$ cat src/rtl/systolic_writeback_pkg.sv
// Shared width helpers and row state type for the systolic result writeback path.
package systolic_pkg;

    // Widths never collapse to zero, even for degenerate 1-entry ranges.
    function automatic int clog2Min1(input int value);
        return (value <= 1) ? 1 : $clog2(value);
    endfunction

    function automatic int addrW(input int m, input int n1);
        return clog2Min1((m * m) / n1);
    endfunction

    function automatic int tileW(input int m, input int n1, input int n2);
        return clog2Min1((m / n1) * (m / n2));
    endfunction

    function automatic int beatW(input int n2);
        return clog2Min1(n2);
    endfunction

    typedef enum logic {
        ROW_ACTIVE   = 1'b0,
        ROW_COMPLETE = 1'b1
    } rowState_t;

endpackage

$ cat src/rtl/systolic_writeback_if.sv
// Result-drain bus between the systolic array edge and the banked result memory.
interface systolic_writeback_if
    import systolic_pkg::*;
#(
    parameter int D_W_ACC = 16,
    parameter int N1      = 4,
    parameter int N2      = 4,
    parameter int M       = 8
);
    localparam int AW = addrW(M, N1);

    logic                          i_clear;
    logic [N1-1:0][D_W_ACC-1:0]    i_D;
    logic [N1-1:0]                 i_valid_D;
    logic [N1-1:0]                 o_wr_en;
    logic [N1-1:0][AW-1:0]         o_wr_addr;
    logic [N1-1:0][D_W_ACC-1:0]    o_wr_data;
    logic                          o_done;
    logic                          o_overflow;

    modport master (
        output i_clear, i_D, i_valid_D,
        input  o_wr_en, o_wr_addr, o_wr_data, o_done, o_overflow
    );

    modport slave (
        input  i_clear, i_D, i_valid_D,
        output o_wr_en, o_wr_addr, o_wr_data, o_done, o_overflow
    );
endinterface

$ cat src/rtl/systolic_writeback_drain_row.sv
// One array row: beat/tile counters and the registered write port for its bank.
module drain_row
    import systolic_pkg::*;
#(
    parameter  int D_W_ACC = 16,
    parameter  int N1      = 4,
    parameter  int N2      = 4,
    parameter  int M       = 8,
    localparam int AW      = addrW(M, N1)
) (
    input  logic               clk,
    input  logic               rst,
    input  logic               i_clear,
    input  logic               i_valid,
    input  logic [D_W_ACC-1:0] i_d,
    output logic               o_wr_en,
    output logic [AW-1:0]      o_wr_addr,
    output logic [D_W_ACC-1:0] o_wr_data,
    output logic               o_complete,
    output logic               o_overflow
);
    localparam int TW    = tileW(M, N1, N2);
    localparam int BW    = beatW(N2);
    localparam int TILES = (M / N1) * (M / N2);
    localparam int TPS   = M / N2;

    rowState_t         r_state;
    logic [BW-1:0]     r_k;
    logic [TW-1:0]     r_t;
    logic              r_wrEn;
    logic [AW-1:0]     r_wrAddr;
    logic [D_W_ACC-1:0] r_wrData;
    logic              r_ovf;
    logic [AW-1:0]     w_addr;

    // Beats arrive last column first, so the column offset counts down within a tile.
    always_comb begin
        w_addr = AW'((int'(r_t) / TPS) * M + (int'(r_t) % TPS) * N2 + (N2 - 1 - int'(r_k)));
    end

    always_ff @(posedge clk) begin
        if (rst) begin
            r_state  <= ROW_ACTIVE;
            r_k      <= '0;
            r_t      <= '0;
            r_wrEn   <= 1'b0;
            r_wrAddr <= '0;
            r_wrData <= '0;
            r_ovf    <= 1'b0;
        end else if (i_clear) begin
            r_state  <= ROW_ACTIVE;
            r_k      <= '0;
            r_t      <= '0;
            r_wrEn   <= 1'b0;
            r_ovf    <= 1'b0;
        end else if (i_valid && r_state == ROW_COMPLETE) begin
            r_wrEn   <= 1'b0;
            r_ovf    <= 1'b1;
        end else if (i_valid) begin
            r_wrEn   <= 1'b1;
            r_wrAddr <= w_addr;
            r_wrData <= i_d;
            if (r_k == BW'(N2 - 1)) begin
                r_k <= '0;
                // The tile counter parks on its last value once the row is full.
                if (r_t == TW'(TILES - 1)) begin
                    r_state <= ROW_COMPLETE;
                end else begin
                    r_t <= r_t + 1'b1;
                end
            end else begin
                r_k <= r_k + 1'b1;
            end
        end else begin
            r_wrEn   <= 1'b0;
        end
    end

    assign o_wr_en    = r_wrEn;
    assign o_wr_addr  = r_wrAddr;
    assign o_wr_data  = r_wrData;
    assign o_complete = (r_state == ROW_COMPLETE);
    assign o_overflow = r_ovf;
endmodule

$ cat src/rtl/systolic_writeback.sv
// Drains the systolic array's last column into N1 result banks, one row per bank.
module systolic_writeback
    import systolic_pkg::*;
#(
    parameter int D_W_ACC = 16,
    parameter int N1      = 4,
    parameter int N2      = 4,
    parameter int M       = 8
) (
    input  logic clk,
    input  logic rst,
    systolic_writeback_if.slave bus
);
    localparam int AW = addrW(M, N1);

    logic               w_wrEn    [N1];
    logic [AW-1:0]      w_wrAddr  [N1];
    logic [D_W_ACC-1:0] w_wrData  [N1];
    logic               w_complete[N1];
    logic               w_ovf     [N1];

    for (genvar g = 0; g < N1; g++) begin : g_row
        drain_row #(
            .D_W_ACC(D_W_ACC),
            .N1     (N1),
            .N2     (N2),
            .M      (M)
        ) u_row (
            .clk       (clk),
            .rst       (rst),
            .i_clear   (bus.i_clear),
            .i_valid   (bus.i_valid_D[g]),
            .i_d       (bus.i_D[g]),
            .o_wr_en   (w_wrEn[g]),
            .o_wr_addr (w_wrAddr[g]),
            .o_wr_data (w_wrData[g]),
            .o_complete(w_complete[g]),
            .o_overflow(w_ovf[g])
        );
    end

    // Per-row flags are already registered, so done lines up with the final write strobe.
    always_comb begin
        bus.o_wr_en    = '0;
        bus.o_wr_addr  = '0;
        bus.o_wr_data  = '0;
        bus.o_done     = 1'b1;
        bus.o_overflow = 1'b0;
        for (int i = 0; i < N1; i++) begin
            bus.o_wr_en[i]   = w_wrEn[i];
            bus.o_wr_addr[i] = w_wrAddr[i];
            bus.o_wr_data[i] = w_wrData[i];
            bus.o_done       = bus.o_done & w_complete[i];
            bus.o_overflow   = bus.o_overflow | w_ovf[i];
        end
    end
endmodule

$ cat src/flat_wrapper.sv
// flat-port wrapper written by rule: the top's interface ports become plain ports
module systolic_writeback_flat import systolic_pkg::*;
#(
    parameter int D_W_ACC = 16,
    parameter int N1      = 4,
    parameter int N2      = 4,
    parameter int M       = 8
)
  (clk, rst, bus_i_clear, bus_i_D, bus_i_valid_D, bus_o_wr_en, bus_o_wr_addr, bus_o_wr_data, bus_o_done, bus_o_overflow);
  systolic_writeback_if #(.D_W_ACC(D_W_ACC), .N1(N1), .N2(N2), .M(M)) bus_i ();
  input  logic clk;
  input  logic rst;
  input wire logic [$bits(bus_i.i_clear)-1:0] bus_i_clear;
  input wire logic [$bits(bus_i.i_D)-1:0] bus_i_D;
  input wire logic [$bits(bus_i.i_valid_D)-1:0] bus_i_valid_D;
  output wire logic [$bits(bus_i.o_wr_en)-1:0] bus_o_wr_en;
  output wire logic [$bits(bus_i.o_wr_addr)-1:0] bus_o_wr_addr;
  output wire logic [$bits(bus_i.o_wr_data)-1:0] bus_o_wr_data;
  output wire logic [$bits(bus_i.o_done)-1:0] bus_o_done;
  output wire logic [$bits(bus_i.o_overflow)-1:0] bus_o_overflow;
  assign bus_i.i_clear = bus_i_clear;
  assign bus_i.i_D = bus_i_D;
  assign bus_i.i_valid_D = bus_i_valid_D;
  assign bus_o_wr_en = bus_i.o_wr_en;
  assign bus_o_wr_addr = bus_i.o_wr_addr;
  assign bus_o_wr_data = bus_i.o_wr_data;
  assign bus_o_done = bus_i.o_done;
  assign bus_o_overflow = bus_i.o_overflow;
  systolic_writeback #(.D_W_ACC(D_W_ACC), .N1(N1), .N2(N2), .M(M)) u_core (.clk(clk), .rst(rst), .bus(bus_i));
endmodule
$ cat config.mk
export PLATFORM = sky130hd
export DESIGN_NAME = systolic_writeback_flat
export DESIGN_NICKNAME = d
export VERILOG_FILES = /design/src/rtl/systolic_writeback_pkg.sv /design/src/rtl/systolic_writeback_if.sv /design/src/rtl/systolic_writeback_drain_row.sv /design/src/rtl/systolic_writeback.sv /design/src/flat_wrapper.sv
export SDC_FILE = /design/constraint.sdc
export NUM_CORES = 1
export LEC_CHECK = 0
export BUFFER_PORTS_ARGS = -buffer_cell sky130_fd_sc_hd__buf_4
export CELL_PAD_IN_SITES_DETAIL_PLACEMENT = 0
export CELL_PAD_IN_SITES_GLOBAL_PLACEMENT = 2
export CORE_MARGIN = 8
export CORE_UTILIZATION = 28
export CTS_CLUSTER_DIAMETER = 150
export DETAILED_ROUTE_END_ITERATION = 8
export PLACE_DENSITY = 0.76
export SYNTH_ARGS = -nofsm -noshare
export SYNTH_HDL_FRONTEND = slang
export SYNTH_SLANG_ARGS = --single-unit
export TNS_END_PERCENT = 20
$ cat constraint.sdc
create_clock -name clk -period 1.6 [get_ports clk]
set_clock_uncertainty 0.05 [all_clocks]
set_input_delay 0.24 -clock clk [delete_from_list [all_inputs] [get_ports clk]]
set_output_delay 0.24 -clock clk [all_outputs]
set_load 0.005 [all_outputs]
; Word-level counts from Yosys, hierarchy flattened
; Cells that the tools add are included.
[op_classes]
muxes = 8
n_div = 0
n_bitwise = 15
shift = 0
reduce_logical = 25
n_eq_ne = 8
n_addsub = 20
multipliers = 0
n_lt_le_gt_ge = 0
[ops]
columns = op, n
row1 = $add 4x3->4, 8
row2 = $reduce_and 4->1, 8
row3 = $add 2x1->2 const B, 8
row4 = $eq 2x2->1 const B, 8
row5 = $reduce_and 3->1, 4
row6 = $reduce_or 3->1, 4
row7 = $sub 2x2->3 const A, 4
row8 = $not 1->1, 9
row9 = $mux 2, 4
row10 = $reduce_and 2->1, 4
row11 = $logic_and 1x1->1, 4
row12 = $mux 1, 4
row13 = $and 1x1->1, 3
row14 = $or 1x1->1, 3
row15 = $reduce_or 2->1, 1
[word_totals]
mem_bits_ro = 0
mem_count = 0
latchBits = 0
inputBits = 71
mem_bits_rw = 0
regBits = 108
output_inout_bits = 86

; Longest topological paths before layout
; Gate-level depths: netlist of run 1.
[logic_depth]
depth_word = 3
ltp_mapped = 6

; Hierarchy
; A second synthesis of run 1 with hierarchy kept.
[unflattened]
cells_unflattened = 400
area_unflattened_um2 = 4065.1
[modules_own_cells]
columns = mod, cells_each, area_each_um2, instances, seq_area_each_um2
row1 = drain_row (u_core.g_row[1].u_row ...), 94, 1016.0, 3, 540.5
row2 = drain_row (u_core.g_row[0].u_row), 116, 1001.0, 1, 540.5
row3 = systolic_writeback, 2, 16.3, 1, 0.0

; Least setup slack after synthesis of run 1
; No wires, ideal clock.
[synth_timing]
kind = register to register
startpoint = register u_core.g_row[0].u_row.r_state
endpoint = register u_core.g_row[0].u_row.r_wrAddr[3]
arrival_time_ps = 1103
period_less_slack_ps = 1285
stages_incl_launch_ff = 5
path_slack_ps = 315
n_path_buf = 1
cell_sequence = dfxtp_1 or3b_2 buf_2 nand2_1 a21oi_1
[synth_via]
elab_chain_len = 3
[synth_rtl]
columns = item, line_no
row1 = from (decl), systolic_writeback_drain_row.sv:27  ; rowState_t r_state;
row2 = from (signal assigned), systolic_writeback_drain_row.sv:43  ; r_state <= ROW_ACTIVE;
row3 = from (signal assigned), systolic_writeback_drain_row.sv:51  ; r_state <= ROW_ACTIVE;
row4 = from (signal assigned), systolic_writeback_drain_row.sv:67  ; r_state <= ROW_COMPLETE;
row5 = $logic_and 1x1->1, systolic_writeback_drain_row.sv:56  ; end else if (i_valid && r_state == ROW_COMPLETE) begin
row6 = $not 1->1 (no line), n/a
row7 = $reduce_and 3->1 (no line), n/a
row8 = to (signal assigned), systolic_writeback_drain_row.sv:61  ; r_wrAddr <= w_addr;
row9 = to (decl), systolic_writeback_drain_row.sv:31  ; logic [AW-1:0] r_wrAddr;
; Every way passes these cells.
; A chain may end at the register's enable or synchronous reset.

; Worst setup path after layout of run 1
[layout_timing]
startpoint = register u_core.g_row[1].u_row.r_ovf
endpoint = output bus_o_overflow
[layout_via]
elab_chain_len = 3
[layout_rtl]
columns = item, line_no
row1 = from (decl), systolic_writeback_drain_row.sv:33  ; logic r_ovf;
row2 = from (signal assigned), systolic_writeback_drain_row.sv:49  ; r_ovf <= 1'b0;
row3 = from (signal assigned), systolic_writeback_drain_row.sv:55  ; r_ovf <= 1'b0;
row4 = from (signal assigned), systolic_writeback_drain_row.sv:58  ; r_ovf <= 1'b1;
row5 = $or 1x1->1 (3 in series), systolic_writeback.sv:54  ; bus.o_overflow = bus.o_overflow | w_ovf[i];
row6 = to (decl), flat_wrapper.sv:20  ; output wire logic [$bits(bus_i.o_overflow)-1:0] bus_o_overflow;
; Every way passes these cells.

==> results of run 1 <==
==> report_power, final <==
group	switching, mW	internal, mW	leakage [nW]
Clock	0.959	1.41	0.159
Combinational	0.256	0.339	1.43
Sequential	0.0568	2.79	0.882
Total	1.27	4.53	2.47
==> cell type report <==
| type | count | share of cell area, % |
|---|---|---|
| Multi-Input combinational cell | 288 | 29.80 |
| Sequential cell | 108 | 38.08 |
| Clock inverter | 5 | 1.321 |
| Clock buffer | 11 | 4.270 |
| Timing Repair Buffer | 163 | 22.47 |
| Tap cell | 184 | 4.050 |
==> flip-flops by register name, summed over array words and instances, names as in the netlist <==
name                           count
u_core.g_row.u_row.o_overflow      4
u_core.g_row.u_row.r_t             8
u_core.g_row.u_row.r_k             8
u_core.g_row.u_row.o_wr_en         4
u_core.g_row.u_row.o_wr_addr      16
u_core.g_row.u_row.o_wr_data      64
u_core.g_row.u_row.o_complete      4
==> critical path, delay by kind of cell (launching register included) <==
family,cells,cell delay [ps]
buffers and inverters,1,130
DFF,1,320
and+or+nand+nor,1,520
==> routing by layer <==
layer	GRT usage, %	wire, um
met5	0	0
met4	5.308	188
met3	4.915	1066
met2	18.92	5009
met1	12.95	4473
==> cell families (layout without fill, tap and decap cells) <==
family,after synthesis,after routing,synth area share (%)
buffers and inverters,29,179,4.379
adder cells (fa/ha/maj),8,8,2.485
flip-flops,108,108,53.66
AND/OR/NAND/NOR,168,168,19.16
multiplexers,44,44,10.93
AO/OA/AOI/OAI,68,68,9.379
==> path summary, 6_finish.rpt <==
kind                                                                      start                                               to  slack, ps  cells after the start
worst max-delay path              u_core.g_row[1].u_row.o_overflow$_SDFFE_PP0P_                                   bus_o_overflow        -10                      2
worst min-delay path                                                bus_i_D[50]  u_core.g_row[3].u_row.o_wr_data[2]$_SDFFE_PP0P_         70                      3
worst max register to register    u_core.g_row[2].u_row.o_complete$_SDFFE_PP0P_        u_core.g_row[2].u_row.r_t[1]$_SDFFE_PP0P_        190                      4
worst min register to register  u_core.g_row[0].u_row.o_wr_data[9]$_SDFFE_PP0P_  u_core.g_row[0].u_row.o_wr_data[9]$_SDFFE_PP0P_        410                      2
==> metrics by stage <==
step                cell area, um^2  total power [mW]  instances  TNS (ps)
detailed placement             5356             3.520        743         0
finish                         5684             5.806        759    -13.52
floorplan                      4029             3.174        425         0
global route                   5684             6.104        759    -49.91
global placement               5356             3.507        743         0
CTS                            5683             5.942        759    -42.87
==> timing repair <==
item,CTS,global route
resized for setup,3,1
setup endpoints to repair,1,1
pin swaps,1,1
==> placed cells by master, fill, tap and decap left out <==
cell type / count
clkbuf_1: 1
or2_2: 1
nor2b_1: 6
a211oi_2: 4
clkinv_2: 3
nor3b_4: 2
nand2b_1: 3
or3_1: 4
clkbuf_16: 9
dfxtp_2: 2
nand4b_1: 4
ha_1: 8
mux2i_1: 44
buf_12: 4
or3b_2: 6
buf_4: 158
dfxtp_1: 106
buf_6: 1
bufinv_16: 2
nor2_1: 63
nor3b_2: 2
a211oi_1: 1
a21oi_1: 51
o21ai_0: 8
clkbuf_8: 1
nand2_1: 75
and4_1: 1
a31oi_1: 4
or4_4: 1
==> impl_metrics.json, run 1 <==
{
  "period_minus_slack_ps": 1614,
  "crit_required_ps": 1310,
  "num_antenna_cells": 0,
  "drc": 0,
  "grt_usage_pct": 11.62,
  "coreArea_mm2": 0.01431,
  "hold_class": "input pin to flop",
  "synth_top_cell_by_area": "dfxtp_1",
  "die_w_um": 136.0,
  "worst-setup-path-type": "flop to output pin",
  "report.final.slew_viol_count": 0,
  "final_util_pct": 39.71,
  "routedWlPerCell_um": 14.15,
  "row_count": 44,
  "gr-total-overflow": 0,
  "setup_viol": 1,
  "grt_max_degree": 85,
  "start_util_pct": 28.15,
  "timing.fmax_mhz": 619.8,
  "yosys_register_bits": 108,
  "postRouteWirelength_mm": 10.74,
  "crit_path_start_kind": "flop",
  "worst-path-max-fanout": 2,
  "synth.area.top_cells": "dfxtp_1 54%, mux2i_1 11%, nand2_1 7.0%",
  "fill_cells": 1453,
  "synth_nets": 504,
  "gp_congestion": 0.7105,
  "ios": 157,
  "cts_buffers": 9,
  "crit_slowest_cell": "or4_4",
  "syn_area_mm2": 0.004029,
  "hold_ws_ps": 72.86,
  "die_h_um": 136.0,
  "place_ws_ps": 100.3,
  "failed_checks": "negative setup slack",
  "timing.final.ws_setup_ps": -13.52,
  "syn_to_final_growth_pct": 41.09,
  "dieArea_mm2": 0.01848,
  "grt_antenna_before_repair": 0,
  "drt_pass1_iterations": 4,
  "clk_pin_slew_ps": 70,
  "drive_gt1_share_pct": 34.09,
  "rsz0062_at_grt": "true",
  "peakVddDrop_mv": 0.5414,
  "viasPerCell": 4.452,
  "status": "complete, but fails checks",
  "worstSkewPairLatency_ps": 350,
  "clockBufferDepth": 2,
  "critical_path.max_stage_delay_ps": 520,
  "drtIter0Drc": 153,
  "netlist_top_cells_count": "108 x dfxtp_1, 75 x nand2_1, 63 x nor2_1",
  "drtAntennaViolNets": 0,
  "ys.flop_type": "dfxtp_1",
  "synth-async-reset-ratio_pct": 0,
  "path_cells": "or4_4 > buf_6",
  "maxCapViolCount": 0,
  "synthCells": 425,
  "cts_root_buf": "clkbuf_16",
  "synth_top_cell_area_share_pct": 53.66,
  "grt_pass1_vias": 3420,
  "cp_data_arrival_time_ps": 1320,
  "cts_sinks": 108,
  "slew_headroom_pct": 68.17,
  "multi_input_area_mm2": 0.001694,
  "leakagePower_nw": 2.467,
  "port_buffers": 156,
  "seq_area_frac_synth_pct": 53.66,
  "tightestPinTransition_ps": 477.4,
  "h-tree-depth": 3,
  "yosysWarningCount": 0,
  "power.density_mw_per_mm2": 1021,
  "cts_tree": "done",
  "synth_edf_count": 0,
  "ys_types": 24,
  "ff_latch_area_mm2": 0.002165,
  "grt_pass1_wl_mm": 17.14,
  "critPathCaptureType": "output pin",
  "vias": 3379,
  "postCtsSetupBuffers": 0,
  "num-nets-final": 649,
  "finalHoldViolCount": 0,
  "synth.avg_cell_area_um2": 9.480,
  "dp_hpwl_mm": 7.739,
  "min_period_over_period_pct": 100.8,
  "synth_most_common_cell": "dfxtp_1",
  "cts.hold.buffers_added": 0
}
Power figures use the tool's default switching activity.
==> inputs of run 2 (changes only) <==
- ABC_AREA: not set -> 1
- CORE_UTILIZATION: 28 -> 26
==> impl_metrics.json, run 2 <==
{
  "status": "complete, no violations",
  "p_int_mw": 4.417,
  "start_util_pct": 26.41,
  "drc": 0,
  "grt_antenna_before_repair": 0,
  "yosys_register_bits": 108,
  "worst-setup-path-type": "flop to output pin",
  "worst-path-max-fanout": 4,
  "cts_root_buf": "clkbuf_16",
  "switching_power_mw": 1.409,
  "power.density_mw_per_mm2": 1034,
  "slew_headroom_pct": 68.55,
  "netlist_top_cells_count": "115 x nor2_1, 108 x dfxtp_1, 105 x nand2_1",
  "cp_data_arrival_time_ps": 1160,
  "synth_edf_count": 0,
  "cts_buffers": 9,
  "clk_pin_slew_ps": 80,
  "num_antenna_cells": 0,
  "min_period_over_period_pct": 90.67,
  "setup_viol": 0,
  "grt_pass1_wl_mm": 19.34,
  "drive_gt1_share_pct": 29.94,
  "dp_hpwl_mm": 8.525,
  "crit_required_ps": 1310,
  "h-tree-depth": 3,
  "ys_types": 20,
  "postRouteWirelength_mm": 11.78,
  "row_count": 45,
  "drtIter0Drc": 125,
  "crit_family": "flip-flops",
  "ff_latch_area_mm2": 0.002163,
  "r2r-start": "u_core.g_row[1].u_row.o_complete$_SDFFE_PP0P_",
  "maxCapViolCount": 0,
  "final_common_cell": "buf_4",
  "startpoint": "u_core.g_row[0].u_row.o_complete$_SDFFE_PP0P_",
  "synth-async-reset-ratio_pct": 0,
  "die_h_um": 140.0,
  "crit_slowest_cell": "dfxtp_2",
  "timing.fmax_mhz": 689.3,
  "synth.avg_cell_area_um2": 7.752,
  "grt_pass1_vias": 3854,
  "fill_cells": 1564,
  "sw_frac_of_total_pct": 24.19,
  "synth_most_common_cell": "nor2_1",
  "coreArea_mm2": 0.01515,
  "ios": 157,
  "tightestPinTransition_ps": 471.7,
  "rsz0062_at_grt": "false",
  "yosysWarningCount": 0,
  "finalHoldViolCount": 0,
  "drtAntennaViolNets": 0,
  "port_buffers": 156,
  "worstSkewPairLatency_ps": 350,
  "gp_congestion": 0.7346,
  "cts.hold.buffers_added": 0,
  "placed_area_mm2": 0.005309,
  "clockBufferDepth": 2,
  "ys.flop_type": "dfxtp_1",
  "hold_class": "input pin to flop",
  "cts_tree": "done",
  "num-nets-final": 742,
  "critical_path.max_stage_delay_ps": 350,
  "post-route-cell-area_mm2": 0.005633,
  "period_minus_slack_ps": 1451,
  "hold_ws_ps": 53.80,
  "power_frac_seq_pct": 49.3,
  "synthCells": 516,
  "routedWlPerCell_um": 13.76,
  "syn_to_final_growth_pct": 40.82,
  "grt_max_degree": 45,
  "viasPerCell": 4.280,
  "grt_usage_pct": 12.21,
  "setup_tns_ps": 0,
  "cts_sinks": 108,
  "critPathCaptureType": "output pin",
  "leakagePower_nw": 2.572,
  "multi_input_area_mm2": 0.001568,
  "gr-total-overflow": 0,
  "vias": 3664,
  "seq_area_frac_synth_pct": 54.05,
  "crit_path_start_kind": "flop",
  "syn_area_mm2": 0.004000,
  "synth.area.top_cells": "dfxtp_1 54%, nor2_1 11%, nand2_1 9.9%",
  "report.final.slew_viol_count": 0,
  "min-delay-start": "bus_i_D[27]",
  "clkPwrFrac_pct": 39.7,
  "dieArea_mm2": 0.01961,
  "die_w_um": 140.0,
  "postCtsSetupBuffers": 0,
  "drt_pass1_iterations": 4,
  "synth_top_cell_by_area": "dfxtp_1",
  "path_buf_inv": 2,
  "layout_common_cells": "166 x buf_4, 115 x nor2_1, 107 x dfxtp_1",
  "synth_nets": 595,
  "peakVddDrop_mv": 0.5312,
  "synth_top_cell_area_share_pct": 54.05,
  "path_cells": "inv_2 > nor4_4 > buf_4",
  "pwr-share-comb_pct": 10.9,
  "largest_reg_flops": 64
}
[run 2: cell types whose count changed after synthesis, moves of 6 or more]
| cell | previous run | this run |
|---|---|---|
| buf_4 | 5 | 13 |
| inv_1 | 0 | 26 |
| mux2i_1 | 44 | 0 |
| nand2_1 | 75 | 105 |
| nand3_1 | 0 | 6 |
| nor2_1 | 63 | 115 |
| nor2b_1 | 6 | 0 |
| o21ai_0 | 8 | 40 |
| o21ai_1 | 0 | 7 |
| or3b_2 | 6 | 0 |
[run 2: layer usage]
metal | GRT usage [%] | up-vias | part of all wire (%)
met5 | 0 | - | 0
met3 | 6.660 | 4 | 10
met2 | 19.68 | 122 | 45
met1 | 13.74 | 1614 | 45
li1 | - | 1924 | -
met4 | 3.257 | 0 | 0.50
[run 2: final cells by class]
cell class,instances,area share [%]
clock inverter,6,1.222
sequential,108,38.41
clock buffer,10,4.243
tap,188,4.176
multi-input combinational,348,27.83
inverter,30,1.999
timing repair buffer,166,22.12
[run 2: worst paths after layout]
check,end,slack (ps),cells after the start
hold reg to reg,u_core.g_row[0].u_row.o_wr_data[6]$_SDFFE_PP0P_,420,2
setup / recovery,bus_o_done,150,3
hold / removal,u_core.g_row[1].u_row.o_wr_data[11]$_SDFFE_PP0P_,50,3
setup reg to reg,u_core.g_row[1].u_row.o_wr_data[13]$_SDFFE_PP0P_,310,7
[run 2: kinds of logic (layout without fill, tap and decap cells)]
family / count (synthesis) / in the layout / share of synthesized area [%]
simple gates: 237 / 237 / 23.30
compound gates: 103 / 103 / 13.01
fa+ha+maj: 8 / 8 / 2.502
flops: 108 / 108 / 54.05
buf+inv: 60 / 212 / 7.131
[run 2: timing repair]
action / in CTS / in global routing
pin swaps: 0 / 1
gates resized for setup: 1 / 4
setup endpoints to repair: 1 / 1
[run 2: metrics by stage]
stage | util, % | power (mW) | cells | setup WS [ps]
detailed placement | 35.05 | 3.588 | 840 | 301.5
floorplan | - | 3.196 | 516 | 513.7
finish | 37.19 | 5.825 | 856 | 149.3
CTS | 37.13 | 5.971 | 856 | 0.6144
global route | 37.19 | 6.142 | 856 | 59.74
global placement | 35.05 | 3.582 | 840 | 331.4
[run 2: worst register-to-register path, delay by kind of cell, from the launching register on]
| kind | cells | cell delay, ps |
|---|---|---|
| AND/OR/NAND/NOR | 4 | 360 |
| buffers and inverters | 3 | 460 |
| flip-flops | 1 | 310 |
[run 2: power by group through the flow]
stage               clock network, mW  registers [mW]  logic (mW)
floorplan                           0            2.94       0.256
global placement                    0            2.93       0.649
detailed placement                  0            2.94       0.652
CTS                              2.44            2.88       0.653
global route                     2.53            2.89       0.718
finish                           2.31            2.87       0.638
